`src/rtl/volcado_memoria_datos.sv`:
```
// rtl/volcado_memoria_datos.sv - data memory dump engine: reads N_WORDS words and ships each as two UART bytes, high first
module volcado_memoria_datos #(
  parameter int unsigned RAM_WIDTH  = 16,
  parameter int unsigned RAM_DEPTH  = 1024,
  parameter int unsigned ADDR_WIDTH = 10,
  parameter int unsigned NB_UART    = 8,
  parameter int unsigned N_WORDS    = 1024
) (
  input  logic                  i_clk,
  input  logic                  i_reset,
  input  logic                  i_start,
  input  logic [RAM_WIDTH-1:0]  i_mem_data,
  output logic [ADDR_WIDTH-1:0] o_mem_addr,
  output logic                  o_mem_wea,
  output logic                  o_mem_owner,
  input  logic                  i_tx_done,
  output logic                  o_tx_start,
  output logic [NB_UART-1:0]    o_tx_data,
  output logic                  o_busy,
  output logic                  o_done
);

  // Out-of-range word counts are clamped so the address can never run past the memory.
  localparam int unsigned N_EFF = (N_WORDS > RAM_DEPTH) ? RAM_DEPTH : N_WORDS;
  localparam logic [ADDR_WIDTH-1:0] LAST_ADDR = ADDR_WIDTH'(N_EFF - 1);

  typedef enum logic [2:0] {
    S_IDLE, S_READ, S_LATCH, S_TX_HI, S_WAIT_HI, S_TX_LO, S_WAIT_LO, S_FIN
  } state_t;

  state_t                state_q, state_d;
  logic [ADDR_WIDTH-1:0] addr_q, addr_d;
  logic [RAM_WIDTH-1:0]  word_q, word_d;

  always_ff @(posedge i_clk) begin
    if (!i_reset) begin
      state_q <= S_IDLE;
      addr_q  <= '0;
      word_q  <= '0;
    end else begin
      state_q <= state_d;
      addr_q  <= addr_d;
      word_q  <= word_d;
    end
  end

  always_comb begin
    state_d     = state_q;
    addr_d      = addr_q;
    word_d      = word_q;
    o_tx_start  = 1'b0;
    o_done      = 1'b0;
    o_mem_owner = 1'b0;
    o_busy      = (state_q != S_IDLE);
    case (state_q)
      S_IDLE: begin
        if (i_start) begin
          addr_d  = '0;
          state_d = S_READ;
        end
      end
      S_READ: begin
        o_mem_owner = 1'b1;
        state_d     = S_LATCH;
      end
      S_LATCH: begin
        o_mem_owner = 1'b1;
        word_d      = i_mem_data;
        state_d     = S_TX_HI;
      end
      S_TX_HI: begin
        o_mem_owner = 1'b1;
        o_tx_start  = 1'b1;
        state_d     = S_WAIT_HI;
      end
      S_WAIT_HI: begin
        o_mem_owner = 1'b1;
        if (i_tx_done) state_d = S_TX_LO;
      end
      S_TX_LO: begin
        o_mem_owner = 1'b1;
        o_tx_start  = 1'b1;
        state_d     = S_WAIT_LO;
      end
      S_WAIT_LO: begin
        o_mem_owner = 1'b1;
        if (i_tx_done) begin
          if (addr_q == LAST_ADDR) begin
            state_d = S_FIN;
          end else begin
            addr_d  = addr_q + ADDR_WIDTH'(1);
            state_d = S_READ;
          end
        end
      end
      S_FIN: begin
        o_done  = 1'b1;
        addr_d  = '0;
        state_d = S_IDLE;
      end
      default: state_d = S_IDLE;
    endcase
  end

  // The low byte stays on the bus until the next word is latched, so the data is held through every wait.
  assign o_tx_data  = (state_q == S_TX_HI || state_q == S_WAIT_HI) ?
                      word_q[RAM_WIDTH-1 -: NB_UART] : word_q[NB_UART-1:0];
  assign o_mem_addr = addr_q;
  assign o_mem_wea  = 1'b0;

endmodule

```
`config.mk`:
```
export PLATFORM = sky130hd
export DESIGN_NAME = volcado_memoria_datos
export DESIGN_NICKNAME = d
export VERILOG_FILES = /design/src/rtl/volcado_memoria_datos.sv
export SDC_FILE = /design/constraint.sdc
export NUM_CORES = 1
export LEC_CHECK = 0
export CAP_MARGIN = 20
export CORE_MARGIN = 10
export CORE_UTILIZATION = 50
export DETAILED_ROUTE_END_ITERATION = 8
export GPL_TIMING_DRIVEN = 0
export MAX_ROUTING_LAYER = met4
export PLACE_DENSITY = 0.88
export SLEW_MARGIN = 0
export SYNTH_ARGS = -nofsm -noshare
export SYNTH_HDL_FRONTEND = slang
export SYNTH_SLANG_ARGS = --single-unit
```
`constraint.sdc`:
```
create_clock -name i_clk -period 3.1 [get_ports i_clk]
set_input_delay 0.31 -clock i_clk [delete_from_list [all_inputs] [get_ports i_clk]]
set_output_delay 0.31 -clock i_clk [all_outputs]
set_load 0.05 [all_outputs]
```
* Word level (Yosys, flattened, before mapping) *
Cells that the tools add are included.
W data, S select, Z words.

operators by class
  equality and inequality tests = 12
  muxes and demuxes = 13
  add/subtract/negate cells = 1
  reductions and logical operators = 8

operator list
  cell                     number
  $mux W10                 3
  $pmux W10 S3             1
  $pmux W3 S8              1
  $eq A3 B3 Y1 const B     4
  $mux W3                  4
  $add A10 B1 Y10 const B  1
  $eq A10 B10 Y1 const B   1
  $mux W8                  1
  $ne A2 B2 Y1 const B     4
  $eq A3 B2 Y1 const B     2
  $reduce_bool A3 Y1       2
  $reduce_or A6 Y1         1
  $reduce_and A4 Y1        1
  $eq A3 B1 Y1 const B     1
  $logic_not A3 Y1         1
  $mux W1                  3
  $reduce_and A3 Y1        1
  $reduce_or A2 Y1         1
  $logic_or A1 B1 Y1       1

storage, ports and cells
  output and inout port bits = 23
  bits of input ports = 20
  register bits = 29
  logic and storage cells = 37

* Depth between registers and ports, before layout *
Gate-level depths: netlist (run 1).

  depth in word-level cells = 4
  depth in mapped cells = 6
  gate-level depth less buffers = 5

* Worst setup path after synthesis (run 1) *
OpenSTA, ideal clock, no wires.

  path type = register -> register
  from = reg addr_q[0] (netlist: o_mem_addr[0])
  to = reg addr_q[3] (netlist: o_mem_addr[3])
  path slack = 1,103 ps
  clock period less this slack = 1,997 ps
  setup time = 101 ps
  path buffers = 1
  arrival = 1,896 ps
  cell stages (with the launch flop) = 7
  required time = 2,999 ps
  cell sequence = dfxtp_1 ha_1 nand3_1 nor4_4 buf_6 o311ai_1 o41ai_1

on the way
  word-level cells in the longest chain between the ends = 4

RTL lines
  element                 RTL line  source
  from (decl)             32        logic [ADDR_WIDTH-1:0] addr_q, addr_d;
  from (signal assigned)  42        addr_q <= addr_d;
  $add A10 B1 Y10         91        addr_d = addr_q + ADDR_WIDTH'(1);
  $mux W10                88        if (addr_q == LAST_ADDR) begin
  $mux W10                87        if (i_tx_done) begin
  $pmux W10 S3            55        case (state_q)

Several ways; a longest one is shown, not always the timed one. The select of a mux whose other input is x is not followed.
A chain may end at the register's enable or synchronous reset.

* Worst setup path in the final report (run 1) *
  from = reg state_q[2]
  to = out o_tx_data[3]

on the way
  word-level cells in the longest chain between the ends = 3

RTL lines
  element                                       RTL line  source
  from (decl)                                   31        state_t state_q, state_d;
  from (signal assigned)                        41        state_q <= state_d;
  $eq A3 B2 Y1 or $eq A3 B3 Y1 (tied branches)  106       assign o_tx_data = (state_q == S_TX_HI || state_q == S_WAIT_HI) ?
  $logic_or A1 B1 Y1 (*)                        106
  $mux W8 (*)                                   106
  to (decl)                                     18        output logic [NB_UART-1:0] o_tx_data,

Mark *: on every way between the ends. The rest lies on a longest branch, timed or not.

==> flow_summary.ini, run 1 <==
[die]
fp.dieH_um = 74.0
core_sq_um = 2780
rows = 19
ioPinCount = 43
start_util_pct = 52.5
die_area_sq_um = 5480
fp.dieW_um = 74.0

[place]
port_buffers = 41
place_congestion = 0.838
dpl_cell_area_sq_um = 1910
hpwlAfterDp_um = 2780

[cts]
path_clk_slew_ns = 0.09
cts_resized = 0
cts_root_buffer = clkbuf_4
cts_tree = built
clock-sinks = 29
h-tree-depth = 2
insertion_delay_ns = 0.34
holdBufCountCts = 0
cts_buffer_depth = 2
cts_setup_buffers = 0
cts_buffers = 5

[critical_path]
crit_arrival_ns = 2.50
crit_required_ns = 2.79
worstPathMaxFanout = 10
crit_path_start_kind = flop
worst_setup_path_end_kind = primary output
ff2ff_path_depth = 6
worst-setup-path-type = flop to primary output

[job]
maxCapViolCount = 0

[timing]
setup_viol = 0
tightest_slew_ns = 0.540
whs_ns = 0.456
final-hold-violation-count = 0
min_period_ns = 2.81
clock_skew_ns = 0.00919
rsz0062_at_grt = no
period_share_pct = 90.5
drv_slew = 0
max-slew-margin-rel_pct = 63.9
tns_ns = 0
fmax_ghz = 0.356

[synthesis]
synth_top_area_share_pct = 39.8
netlist_top_cells_area = dfxtp_1 (40%), nand2_1 (10%), a21oi_1 (7.5%)
yosysWarnings = 0
synth.net_count = 197
synth_cells = 176
synth_seq_area_share_pct = 39.8
ys.flop_type = dfxtp_1
synthDistinctLibCells = 43
synth-edff-count = 0
syn_area_sq_um = 1460
avgSynthCellArea_sq_um = 8.29
synth_seq_cells = 29
synthArstFlopShare_pct = 0
yosysTopAreaCell = dfxtp_1

[pwr]
vdd_ir_drop_max_mv = 0.438
power_uw = 914
p_per_area_nw_per_um2 = 458
static-leakage-power_uw = 0.000755

[global_routing]
groute.usage.overall_pct = 14.7
grt_pass1_wl_um = 6230
overflow = 0
first_global_vias = 1405
grt_max_degree = 11
antenna_found_initial = 0

[layout]
area_growth_pct = 36.6
post-route-util_pct = 71.7
antennaDiodeCount = 0
drive_gt1_share_pct = 12.4
layout.nets = 245
design_area_sq_um = 1990

[detailed_routing]
initialDrtViolationCount = 153
vias_per_cell = 5.70
num_vias = 1459
drt.antenna.violating_nets = 0
wl_per_cell_um = 15.1
dr.pass1.iters = 4
drc = 0
routed_wl_um = 3880

[outcome]
outcome = finished, final reports clean

[min_path]
min_path_type = flop to flop
worstHoldPathCells = 2
-- critical path, cell delays in order, from the launching register on --
cell and delay [ns]:
dfxtp_1 0.38, buf_2 0.22, nor2_1 0.09, nor2_2 0.37
mux2_2 0.39, clkdlybuf4s50_1 0.71
-- synthesized netlist by cell type (all sizes together) (3+ instances only) --
library cell	number
nor2	8
o31ai	4
clkbuf	6
o311ai	3
nor3	3
buf	7
nand3	4
dfxtp	29
mux2	8
nand2	40
inv	3
or4	3
a21oi	22
o41ai	3
-- report_power, final --
part	total [uW]	switching (uW)	internal, uW
Combinational	187	112	75.3
Sequential	397	8.90	388
Clock	330	137	192
-- placed cells by master, fill, tap and decap left out, types with 3 or more instances in the layout --
cell             netlist  final
a21oi_1               22     22
buf_2                  3      3
buf_6                  3      3
clkbuf_1               6      7
clkbuf_4               0      5
clkdlybuf4s50_1        0     41
dfxtp_1               29     29
inv_1                  3      3
mux2_2                 8      8
nand2_1               40     40
nand3_1                4      4
nor2_1                 7      7
nor3_1                 3      3
o31ai_1                4      4
o41ai_1                3      3
or4_1                  3      3
-- cells by family after synthesis --
group | Yosys count | synth area share (%)
and+or+nand+nor | 74 | 25.6
AOI/OAI and AO/OA | 46 | 20.5
DFF | 29 | 39.8
buffers and inverters | 16 | 6.17
muxes | 8 | 6.18
adders and majority gates | 1 | 0.857
other | 1 | 0.257
xor gates and xnor gates | 1 | 0.600
-- flip-flops by register name (all words and copies together) (netlist names) --
signal	flops
o_mem_addr	10
state_q	3
word_q	16
-- final timing paths --
| path | from | endpoint | slack (ns) |
|---|---|---|---|
| worst min register to register | word_q[13] | word_q[13] | 0.46 |
| worst max-delay path | state_q[2] | o_tx_data[3] | 0.29 |
| worst min-delay path | word_q[13] | word_q[13] | 0.46 |
| worst max register to register | o_mem_addr[0] | o_mem_addr[4] | 1.17 |
-- final cells by class --
cell class | instances | area (sq um)
buffer | 13 | 78.8
clock buffer | 7 | 55.1
clock inverter | 1 | 30.0
fill | 222 | 788
inverter | 3 | 11.3
multi-input combinational | 131 | 788
sequential | 29 | 581
tap | 31 | 38.8
timing repair buffer | 41 | 410
-- metrics by stage --
| step | instances | setup WS (ns) |
|---|---|---|
| after floorplan | 176 | 1.10 |
| after global placement | 248 | 0.649 |
| after detailed placement | 248 | 0.662 |
| after CTS | 256 | 0.282 |
| after global routing | 256 | 0.142 |
| final | 256 | 0.293 |
-- metal layers --
layer,GRT usage (%),vias up,share of wire [%],routed length (um)
li1,-,733,-,-
met1,16.2,680,43,1660
met2,23.6,40,50,1950
met3,3.72,6,5.0,194
met4,8.49,0,1.8,68
met5,-,-,0,0
(Power assumes the default switching activity.)
==> inputs of run 2 (changes only) <==
GPL_TIMING_DRIVEN = default   (was 0)
SKIP_CTS_REPAIR_TIMING = 1   (was default)
==> run 2 against run 1 <==
Cell area down 5.1%; power is 12% lower; first-iteration DRC count shrank 37%; clock power down 31%; wire length shrank 1.2%; die area did not move; sequential share of layout area is 1.6 points higher.
==> flow_summary.ini, run 2 (synthesis gave the netlist of run 1 again) <==
[min_path]
worstHoldPathCells = 2
min_to = word_q[14]
min_path_type = flop to flop
hold_path.startpoint = word_q[14]

[outcome]
outcome = finished, final reports clean

[timing]
period_share_pct = 92.9
rsz0062_at_grt = no
final-hold-violation-count = 0
min_period_ns = 2.88
fmax_ghz = 0.347
tns_ns = 0
clock_skew_ns = 0.00610
max-slew-margin-rel_pct = 50.4
tightest_slew_ns = 0.739
setup_viol = 0
drv_slew = 0

[critical_path]
rr_startpoint = o_mem_addr[0]
slowest_stage = clkdlybuf4s50_1
crit_arrival_ns = 2.57
worst_setup_path_end_kind = primary output
crit_path_start_kind = flop
cp_num_buf_inv = 1
worstPathMaxFanout = 13
ff2ff_path_depth = 5
worst-setup-path-type = flop to primary output
crit_required_ns = 2.79
worst_path_largest_cell_delay_ns = 0.72
r2r_setup_slack_ns = 0.97
reg2reg_to = o_mem_addr[2]
critPathTopFamily = buffers and inverters
crit_chain = nor2_1, nor2_2, mux2_2, clkdlybuf4s50_1

[layout]
layout.nets = 233
multi_input_area_sq_um = 788
ff_latch_area_sq_um = 581
drive_gt1_share_pct = 10.8
layout_commonest_cell = clkdlybuf4s50_1
antennaDiodeCount = 0
fin_cells = 244
largest_reg_flops = 16
regMostFlops = word_q
num-fill-cells = 216
area_growth_pct = 29.7
layout_common_cells = clkdlybuf4s50_1 (41), nand2_1 (40), dfxtp_1 (29)

[global_routing]
grt_pass1_wl_um = 6380
overflow = 0
groute.usage.overall_pct = 14.9
antenna_found_initial = 0
first_global_vias = 1358
grt_max_degree = 25

[place]
place_congestion = 0.798
hpwlAfterDp_um = 2790
port_buffers = 41
place_inst = 236

[die]
ioPinCount = 43
rows = 19
core_sq_um = 2780
die_area_sq_um = 5480
start_util_pct = 52.5
fp.dieH_um = 74.0
fp.dieW_um = 74.0

[pwr]
swShare_pct = 32.5
combinationalPowerShare_pct = 21.1
power_frac_clock_pct = 28.5
switchingPower_uw = 261
seq_power_share_pct = 50.4
p_per_area_nw_per_um2 = 424
static-leakage-power_uw = 0.000698
internal_power_uw = 541
vdd_ir_drop_max_mv = 0.444

[cts]
insertion_delay_ns = 0.34
h-tree-depth = 2
cts_tree = built
cts_buffers = 5
cts_buffer_depth = 2
path_clk_slew_ns = 0.10
clock-sinks = 29
cts_root_buffer = clkbuf_4

[detailed_routing]
wl_per_cell_um = 15.7
num_vias = 1414
vias_per_cell = 5.80
routed_wl_um = 3830
drt.antenna.violating_nets = 0
drc = 0
initialDrtViolationCount = 96
dr.pass1.iters = 4

[job]
maxCapViolCount = 0
run 2: final cells by class:
cell class | count | share of cell area [%]
Clock inverter | 3 | 0.926
Inverter | 3 | 0.595
Multi-Input combinational cell | 131 | 41.7
Timing Repair Buffer | 42 | 22.1
Tap cell | 31 | 2.05
Clock buffer | 5 | 1.98
Sequential cell | 29 | 30.7
run 2: per-stage QoR:
step	setup WS [ns]	instance area, sq um	hold slack (ns)	power, uW	utilization (%)
2_1_floorplan	1.10	1460	0.433	525	-
3_3_place_gp	0.671	1840	0.438	576	66.0
3_5_place_dp	0.615	1840	0.447	581	66.0
4_1_cts	0.218	1890	0.462	807	68.0
5_1_grt	0.0653	1890	0.485	840	68.0
6_report	0.220	1890	0.459	802	68.0
run 2: worst reg2reg max path, cell delays in order (launching register included):
cell	delay, ns
dfxtp_1	0.43
ha_1	0.24
nand3_1	0.22
nor4_4	0.73
or2_1	0.28
o21ai_0	0.11
run 2: worst max path at each step:
stage                             start       endpoint  depth (start not counted)
after floorplan           o_mem_addr[0]  o_mem_addr[3]                          6
after CTS                    state_q[2]   o_tx_data[5]                          4
after global routing         state_q[2]   o_tx_data[1]                          4
final                        state_q[2]   o_tx_data[1]                          4
after global placement       state_q[2]   o_tx_data[4]                          4
after detailed placement     state_q[2]   o_tx_data[1]                          4
run 2: power by group through the flow:
stage,clock network [uW],registers (uW),logic (uW)
after floorplan,0,403,122
after global placement,0,410,166
after detailed placement,0,412,169
after CTS,234,404,170
after global routing,250,406,184
final,228,404,169
run 2: metal layers:
metal	part of all wire, %	wire (um)	global-route usage (%)
met5	0	0	-
met4	2.4	92	7.04
met3	5.8	223	4.65
met2	50	1920	22.3
met1	42	1590	17.7
==> inputs of run 3 (changes only) <==
CORE_MARGIN = default   (was 10)
HOLD_SLACK_MARGIN = 0.08   (was default)
==> run 3 against run 2 <==
Via count is 0.28% lower; die area is 43% lower; combinational power hardly changed; utilization is 0.45 points higher; cell area is 0.20% lower; critical path type unchanged; highest routed layer unchanged.
==> flow_summary.ini, run 3 (synthesis gave the netlist of run 1 again) <==
[cts]
clock-sinks = 29
insertion_delay_ns = 0.32
cts_buffers = 5
path_clk_slew_ns = 0.09
cts_buffer_depth = 2
h-tree-depth = 2
cts_root_buffer = clkbuf_4
cts_tree = built

[pwr]
switchingPower_uw = 248
internal_power_uw = 542
combinationalPowerShare_pct = 21.3
power_frac_clock_pct = 27.6
swShare_pct = 31.4
static-leakage-power_uw = 0.000699
vdd_ir_drop_max_mv = 0.453
p_per_area_nw_per_um2 = 418
seq_power_share_pct = 51.1
power_uw = 790

[die]
ioPinCount = 43
fp.dieH_um = 56.0
die_area_sq_um = 3140
rows = 19
start_util_pct = 52.9
fp.dieW_um = 56.0
core_sq_um = 2760

[outcome]
outcome = finished, final reports clean

[detailed_routing]
drt.antenna.violating_nets = 0
routed_wl_um = 3380
initialDrtViolationCount = 47
num_vias = 1410
vias_per_cell = 5.78
wl_per_cell_um = 13.9
drc = 0
dr.pass1.iters = 4

[global_routing]
antenna_found_initial = 0
groute.usage.overall_pct = 23.5
grt_pass1_wl_um = 5660
overflow = 0
first_global_vias = 1280
grt_max_degree = 25

[place]
place_congestion = 0.775
hpwlAfterDp_um = 2380
port_buffers = 41
place_inst = 236

[layout]
antennaDiodeCount = 0
fin_cells = 244
largest_reg_flops = 16
drive_gt1_share_pct = 10.3
layout_common_cells = clkdlybuf4s50_1 (41), nand2_1 (40), dfxtp_1 (29)
area_growth_pct = 29.4
layout.nets = 233
regMostFlops = word_q
layout_commonest_cell = clkdlybuf4s50_1

[timing]
clock_skew_ns = 0.00730
tns_ns = 0
final-hold-violation-count = 0
tightest_slew_ns = 0.750
min_period_ns = 2.79
fmax_ghz = 0.359
max-slew-margin-rel_pct = 49.9
setup_viol = 0
rsz0062_at_grt = no
period_share_pct = 89.9
drv_slew = 0

[critical_path]
worstPathMaxFanout = 13
crit_path_start_kind = flop
worst-setup-path-type = flop to primary output
crit_required_ns = 2.79
worst_setup_path_end_kind = primary output
crit_arrival_ns = 2.48

[job]
maxCapViolCount = 0

[min_path]
min_path_type = flop to flop
-- run 3: changes by cell type in the layout (fill, tap and decap cells not counted) --
cell        delta
clkbuf_1       +1
clkinvlp_4     -1
-- run 3: layer usage --
layer | share of wire [%] | global-route usage [%] | vias up | wire length (um)
li1 | - | - | 713 | -
met1 | 44 | 29.1 | 645 | 1480
met2 | 50 | 37.1 | 45 | 1680
met3 | 4.8 | 5.35 | 7 | 164
met4 | 1.7 | 9.41 | 0 | 59
met5 | 0 | - | - | 0
-- run 3: worst max-delay path: stages (launching register included) --
cell and delay [ns]:
dfxtp_1 0.57, nor2_1 0.14, nor2_2 0.37, mux2_2 0.38, clkdlybuf4s50_1 0.70
-- run 3: metrics by stage --
| stage | cell area, sq um | hold WS, ns | util [%] | setup WS, ns |
|---|---|---|---|---|
| global route | 1890 | 0.484 | 68.5 | 0.152 |
| CTS | 1890 | 0.461 | 68.5 | 0.292 |
| floorplan | 1460 | 0.433 | - | 1.10 |
| global placement | 1840 | 0.438 | 66.6 | 0.698 |
| detailed placement | 1840 | 0.447 | 66.6 | 0.652 |
| finish | 1890 | 0.458 | 68.5 | 0.313 |
-- run 3: power by group through the flow --
stage | combinational, uW | clock, uW | sequential, uW
4_1_cts | 169 | 222 | 403
3_3_place_gp | 165 | 0 | 410
5_1_grt | 179 | 242 | 406
6_report | 168 | 218 | 404
2_1_floorplan | 122 | 0 | 403
3_5_place_dp | 168 | 0 | 412
-- run 3: cell type report --
class | instances | area (sq um)
Clock buffer | 6 | 41.3
Clock inverter | 2 | 10.0
Fill cell | 229 | 870
Inverter | 3 | 11.3
Multi-Input combinational cell | 131 | 788
Sequential cell | 29 | 581
Tap cell | 31 | 38.8
Timing Repair Buffer | 42 | 418
-- run 3: worst paths after layout --
path | startpoint | cells after the start | endpoint | slack (ns)
min reg2reg | word_q[13] | 2 | word_q[13] | 0.46
max | state_q[2] | 4 | o_tx_data[5] | 0.31
max reg2reg | o_mem_addr[0] | 5 | o_mem_addr[2] | 1.00
min | word_q[13] | 2 | word_q[13] | 0.46
